**src/rtl/motor_relu_seq_ctrl_if.sv**
```systemverilog
// Frame handshake bundle for the shared-lane ReLU sequencer.
// "slave" is the sequencer side; "master" drives frames in and drains results.
interface motor_relu_seq_ctrl_if #(
  parameter int unsigned W  = 21,
  parameter int unsigned N  = 4,
  parameter int unsigned CW = $clog2(N + 1)
);
  logic [N*W-1:0] in_data;
  logic           in_valid;
  logic           in_ready;
  logic [N*W-1:0] out_data;
  logic           out_valid;
  logic           out_ready;
  logic           busy;
  logic [CW-1:0]  clip_cnt;

  modport slave (
    input  in_data, in_valid, out_ready,
    output in_ready, out_data, out_valid, busy, clip_cnt
  );

  modport master (
    output in_data, in_valid, out_ready,
    input  in_ready, out_data, out_valid, busy, clip_cnt
  );
endinterface

```
**src/rtl/motor_relu_seq_ctrl.sv**
```systemverilog
// Time-multiplexed ReLU stage: one frame of N activations through one lane, one element per clock.
// Optional clip counter enabled by defining MOTOR_RELU_CLIPCNT_EN; otherwise clip_cnt reads 0.
module motor_relu_seq_ctrl #(
  parameter int unsigned W  = 21,
  parameter int unsigned N  = 4,
  parameter int unsigned CW = $clog2(N + 1)
) (
  input logic                  ap_clk,
  input logic                  ap_rst,
  motor_relu_seq_ctrl_if.slave bus
);
  localparam int unsigned IW = $clog2(N);

  typedef enum logic [1:0] {StIdle, StRun, StDone} state_e;

  state_e         state_q, state_d;
  logic [N*W-1:0] buf_q, buf_d;
  logic [N*W-1:0] out_q, out_d;
  logic [IW-1:0]  idx_q, idx_d;
  logic           accept;
  logic           last;
  logic [W-1:0]   lane_x;
  logic [W-1:0]   lane_y;

  assign accept = bus.in_valid && bus.in_ready;
  assign last   = (idx_q == IW'(N - 1));
  assign lane_x = buf_q[int'(idx_q) * int'(W) +: W];
  // Strictly positive passes through; zero and all negatives clamp to 0.
  assign lane_y = (!lane_x[W-1] && |lane_x[W-2:0]) ? {1'b0, lane_x[W-2:0]} : '0;

  always_ff @(posedge ap_clk or posedge ap_rst) begin
    if (ap_rst) begin
      state_q <= StIdle;
      buf_q   <= '0;
      out_q   <= '0;
      idx_q   <= '0;
    end else begin
      state_q <= state_d;
      buf_q   <= buf_d;
      out_q   <= out_d;
      idx_q   <= idx_d;
    end
  end

  always_comb begin
    state_d = state_q;
    unique case (state_q)
      StIdle: if (bus.in_valid) state_d = StRun;
      StRun:  if (last) state_d = StDone;
      StDone: if (bus.out_ready) state_d = bus.in_valid ? StRun : StIdle;
      default: state_d = StIdle;
    endcase
  end

  always_comb begin
    bus.in_ready  = (state_q == StIdle) || ((state_q == StDone) && bus.out_ready);
    bus.out_valid = (state_q == StDone);
    bus.busy      = (state_q == StRun);
    bus.out_data  = out_q;
  end

  always_comb begin
    buf_d = buf_q;
    out_d = out_q;
    idx_d = idx_q;
    if (accept) begin
      buf_d = bus.in_data;
      idx_d = '0;
    end else if (state_q == StRun) begin
      out_d[int'(idx_q) * int'(W) +: W] = lane_y;
      idx_d = last ? '0 : idx_q + 1'b1;
    end
  end

`ifdef MOTOR_RELU_CLIPCNT_EN
  logic [CW-1:0] clip_run_q, clip_run_d;
  logic [CW-1:0] clip_q, clip_d;
  logic          clipped;

  assign clipped = (lane_y == '0);

  always_ff @(posedge ap_clk or posedge ap_rst) begin
    if (ap_rst) begin
      clip_run_q <= '0;
      clip_q     <= '0;
    end else begin
      clip_run_q <= clip_run_d;
      clip_q     <= clip_d;
    end
  end

  always_comb begin
    clip_run_d = clip_run_q;
    clip_d     = clip_q;
    if (accept) begin
      clip_run_d = '0;
    end else if (state_q == StRun) begin
      clip_run_d = clip_run_q + CW'(clipped);
      if (last) clip_d = clip_run_q + CW'(clipped);
    end
  end

  assign bus.clip_cnt = clip_q;
`else
  assign bus.clip_cnt = {CW{1'b0}};
`endif

endmodule

```
**src/flat_wrapper.sv**
```systemverilog
// flat-port wrapper written by rule: the top's interface ports become plain ports
module motor_relu_seq_ctrl_flat 
#(
  parameter int unsigned W  = 21,
  parameter int unsigned N  = 4,
  parameter int unsigned CW = $clog2(N + 1)
)
  (ap_clk, ap_rst, bus_in_data, bus_in_valid, bus_out_ready, bus_in_ready, bus_out_data, bus_out_valid, bus_busy, bus_clip_cnt);
  motor_relu_seq_ctrl_if #(.W(W), .N(N), .CW(CW)) bus_i ();
  input logic ap_clk;
  input logic ap_rst;
  input wire logic [$bits(bus_i.in_data)-1:0] bus_in_data;
  input wire logic [$bits(bus_i.in_valid)-1:0] bus_in_valid;
  input wire logic [$bits(bus_i.out_ready)-1:0] bus_out_ready;
  output wire logic [$bits(bus_i.in_ready)-1:0] bus_in_ready;
  output wire logic [$bits(bus_i.out_data)-1:0] bus_out_data;
  output wire logic [$bits(bus_i.out_valid)-1:0] bus_out_valid;
  output wire logic [$bits(bus_i.busy)-1:0] bus_busy;
  output wire logic [$bits(bus_i.clip_cnt)-1:0] bus_clip_cnt;
  assign bus_i.in_data = bus_in_data;
  assign bus_i.in_valid = bus_in_valid;
  assign bus_i.out_ready = bus_out_ready;
  assign bus_in_ready = bus_i.in_ready;
  assign bus_out_data = bus_i.out_data;
  assign bus_out_valid = bus_i.out_valid;
  assign bus_busy = bus_i.busy;
  assign bus_clip_cnt = bus_i.clip_cnt;
  motor_relu_seq_ctrl #(.W(W), .N(N), .CW(CW)) u_core (.ap_clk(ap_clk), .ap_rst(ap_rst), .bus(bus_i));
endmodule
```
**config.mk**
```make
export PLATFORM = sky130hd
export DESIGN_NAME = motor_relu_seq_ctrl_flat
export DESIGN_NICKNAME = d
export VERILOG_FILES = /design/src/rtl/motor_relu_seq_ctrl_if.sv /design/src/rtl/motor_relu_seq_ctrl.sv /design/src/flat_wrapper.sv
export SDC_FILE = /design/constraint.sdc
export NUM_CORES = 1
export LEC_CHECK = 0
export ABC_CLOCK_PERIOD_IN_PS = 6620
export BUFFER_PORTS_ARGS = -buffer_cell sky130_fd_sc_hd__buf_2
export CAP_MARGIN = 20
export CORE_MARGIN = 2
export CORE_UTILIZATION = 52
export CTS_BUF_LIST = sky130_fd_sc_hd__clkbuf_4 sky130_fd_sc_hd__clkbuf_8
export DETAILED_ROUTE_END_ITERATION = 8
export GPL_TIMING_DRIVEN = 0
export PLACE_DENSITY = 0.84
export SYNTH_ARGS = -nofsm -noshare
export SYNTH_HDL_FRONTEND = slang
export SYNTH_SLANG_ARGS = --single-unit
```
**constraint.sdc**
```tcl
create_clock -name ap_clk -period 6.62 [get_ports ap_clk]
set_input_delay 0.331 -clock ap_clk [delete_from_list [all_inputs] [get_ports ap_clk]]
set_output_delay 0.331 -clock ap_clk [all_outputs]
set_load 0.02 [all_outputs]
```
==> results.json <==
{
  "cap_violations": 0,
  "rr_endpoint": "u_core.bus.out_data[3]$_DFFE_PP0P_",
  "synth-compound-area-share_pct": 11.0,
  "timing.fmax_ghz": 0.306,
  "die_area_mm2": 0.0140,
  "yosys.area_share.simple_pct": 2.17,
  "io_pins": 178,
  "area_delta_synth_final_pct": 22.7,
  "grt_setup_unrepaired": "no",
  "drc_errors": 0,
  "postSynthCellCount": 429,
  "postSynthAreaPerCell_um2": 15.9,
  "p_per_area_mw_per_mm2": 521,
  "setup.worst_path.end": "u_core.bus.out_data[3]$_DFFE_PP0P_",
  "h-tree-depth": 4,
  "root_buffer": "clkbuf_8",
  "synthAdderAreaFrac_pct": 1.10,
  "nets": 719,
  "fin_crit_sh_pct": 49.3,
  "cts_sinks": 168,
  "startpoint_type": "flop",
  "crit_path_start": "u_core.idx_q[0]$_DFFE_PP0P_",
  "dr.max_layer_used": "met4",
  "worstSetupPathType": "reg2reg",
  "netlist.area_leader.share_pct": 61.7,
  "hpwl_um": 12100,
  "rows": 41,
  "timing.rr.start": "u_core.idx_q[0]$_DFFE_PP0P_",
  "seq_area_frac_synth_pct": 61.7,
  "gp_congestion": 0.795,
  "period_needed_ps": 3270,
  "place_ws_ps": 3330,
  "worst_pin_slew_ps": 833,
  "crit_fanout": 10,
  "synthMuxAreaShare_pct": 20.8,
  "routed_via_density": 5.53,
  "port_buffers": 170,
  "cp.arrival_ps": 3660,
  "syn_area_mm2": 0.00682,
  "initial_utilization_pct": 53.6,
  "yosysWarnings": 0,
  "final.setup.tns_ps": 0,
  "cts.clk_slew.worst_paths_ps": 80,
  "synth_area_leaders": "dfrtp_1, mux2_2, a22o_1",
  "post_cts_resized": 0,
  "min_path_type": "in2async",
  "grt_pass1_wl_um": 25900,
  "wire_per_inst_um": 20.2,
  "rrSetupSlack_ps": 3350,
  "slew_violations": 0,
  "drtIter0Drc": 300,
  "whs_ps": 30.9,
  "grt_max_degree": 95,
  "synth_xor_area_share_pct": 0,
  "drtPass1Iterations": 4,
  "num_vias": 4490,
  "clk_latency_ps": 460,
  "setup_slack_ps": 3350,
  "p_leak_nw": 4.16,
  "yosys.area.top_type": "dfrtp_1",
  "grt_overflow": 0,
  "outcome": "finished, final reports clean",
  "ir_drop_mv": 0.222,
  "ctsHoldBuffers": 0,
  "finalHoldViolations": 0,
  "cp.required_ps": 7020,
  "synthDistinctLibCells": 30,
  "slew_headroom_pct": 44.5,
  "wirelength_um": 16400,
  "antenna_found_initial": 2,
  "dr_wl_met2_um": 8230,
  "final.setup_skew_ps": 7.47,
  "post_cts_buffers": 0,
  "ant_nets": 0,
  "die_x_um": 118,
  "setup_viol_count_final": 0,
  "grt_pass1_vias": 4717,
  "cts_tree": "done",
  "synth_top_family_by_area": "multiplexers",
  "dieHeight_um": 118,
  "wl_met1_um": 6880,
  "reg2reg_depth": 8,
  "cp-end-kind": "flop",
  "core_mm2": 0.0127,
  "synth-seq-cells": 168,
  "route.met3.wl_um": 939,
  "clockBufferDepth": 2,
  "numCtsBuffers": 17,
  "track_usage_pct": 24.4,
  "layout-drive-gt1-share_pct": 52.4
}
## cell usage after synthesis
| library cell | instances |
|---|---|
| nor4_4 | 1 |
| or3_1 | 1 |
| nor4_1 | 1 |
| a21oi_1 | 2 |
| buf_2 | 10 |
| clkbuf_1 | 14 |
| nor2b_1 | 2 |
| or2_2 | 1 |
| dfrtp_1 | 168 |
| a211oi_2 | 1 |
| nor3_4 | 1 |
| mux4_2 | 21 |
| buf_4 | 7 |
| o21bai_1 | 1 |
| mux2_2 | 84 |
| inv_1 | 5 |
| nand3b_1 | 1 |
| buf_6 | 3 |
| clkinv_1 | 1 |
| o31ai_1 | 1 |
| ha_1 | 6 |
| a22o_1 | 81 |
| nand2_1 | 8 |
| nor3_1 | 1 |
| nor4b_2 | 1 |
| nor2_1 | 1 |
| nand2b_1 | 1 |
| buf_1 | 2 |
| conb_1 | 1 |
| or4bb_1 | 1 |
## cell usage in the layout (no fill, tap or decap), types with 2 or more instances in the layout
| cell type | count |
|---|---|
| clkinv_2 | 6 |
| dfrtp_1 | 168 |
| buf_6 | 3 |
| inv_1 | 4 |
| buf_2 | 180 |
| ha_1 | 6 |
| nand2_1 | 8 |
| bufinv_16 | 3 |
| buf_1 | 2 |
| buf_4 | 7 |
| clkbuf_8 | 21 |
| diode_2 | 2 |
| conb_1 | 7 |
| mux2_2 | 84 |
| clkbuf_1 | 14 |
| mux4_2 | 21 |
| a21oi_1 | 2 |
| clkbuf_4 | 2 |
| a22o_1 | 81 |
| nor2b_1 | 2 |
## how the worst min path moves through the flow
stage                                              startpoint                                  end  slack (ps)
after floorplan                  u_core.buf_q[42]$_DFFE_PP0P_         u_core.buf_q[42]$_DFFE_PP0P_         480
after global placement           u_core.buf_q[43]$_DFFE_PP0P_         u_core.buf_q[43]$_DFFE_PP0P_         480
after detailed placement  u_core.bus.out_data[26]$_DFFE_PP0P_  u_core.bus.out_data[26]$_DFFE_PP0P_         490
after CTS                                              ap_rst         u_core.buf_q[68]$_DFFE_PP0P_          60
after global routing                           bus_in_data[5]          u_core.buf_q[5]$_DFFE_PP0P_          70
final                                                  ap_rst          u_core.buf_q[5]$_DFFE_PP0P_          30
## final cells by class
cell class,count,area [um2]
well taps,172,215
flip-flops and latches,168,4200
diodes,2,5.00
repair buffers,171,878
inverters,6,27.5
clock inverters,9,120
clock buffers,23,304
multi-input cells,225,2410
fillers,937,4360
plain buffers,36,196
## flip-flops by register name, summed over array words and instances, names as in the netlist
signal               count
u_core.idx_q             2
u_core.bus.out_data     80
u_core.buf_q            84
u_core.state_q           2
## where the power goes
part / leakage [nW] / switching (mW) / internal, mW
Clock: 0.226 / 0.349 / 0.418
Sequential: 2.15 / 0.269 / 1.49
Combinational: 1.79 / 1.01 / 0.819
## worst max-delay path, stage by stage, from the launching register on
cell     delay [ps]
dfrtp_1         430
buf_6           190
buf_1           550
inv_1           200
ha_1            410
or2_2           330
nor4_4          700
buf_6           250
a22o_1          140
## cells by family after synthesis
kind of cell,count (synthesis)
flops,168
mux,105
compound gates,86
simple gates,21
other cells,1
buf+inv,42
fa+ha+maj,6
## through the flow
| stage | util (%) | power [mW] | area (um2) | std cells |
|---|---|---|---|---|
| detailed placement | 62.4 | 3.61 | 7940 | 778 |
| finish | 65.8 | 4.36 | 8370 | 812 |
| global route | 65.7 | 4.59 | 8360 | 811 |
| floorplan | - | 2.99 | 6840 | 435 |
| CTS | 65.7 | 4.38 | 8360 | 810 |
| global placement | 62.1 | 3.51 | 7900 | 777 |
## per-layer routing
metal	track usage (%)	vias to the layer above
li1	-	2002
met1	31.5	2314
met2	40.1	150
met3	6.52	24
met4	9.00	0
met5	0	-
Power figures use the tool's default switching activity.
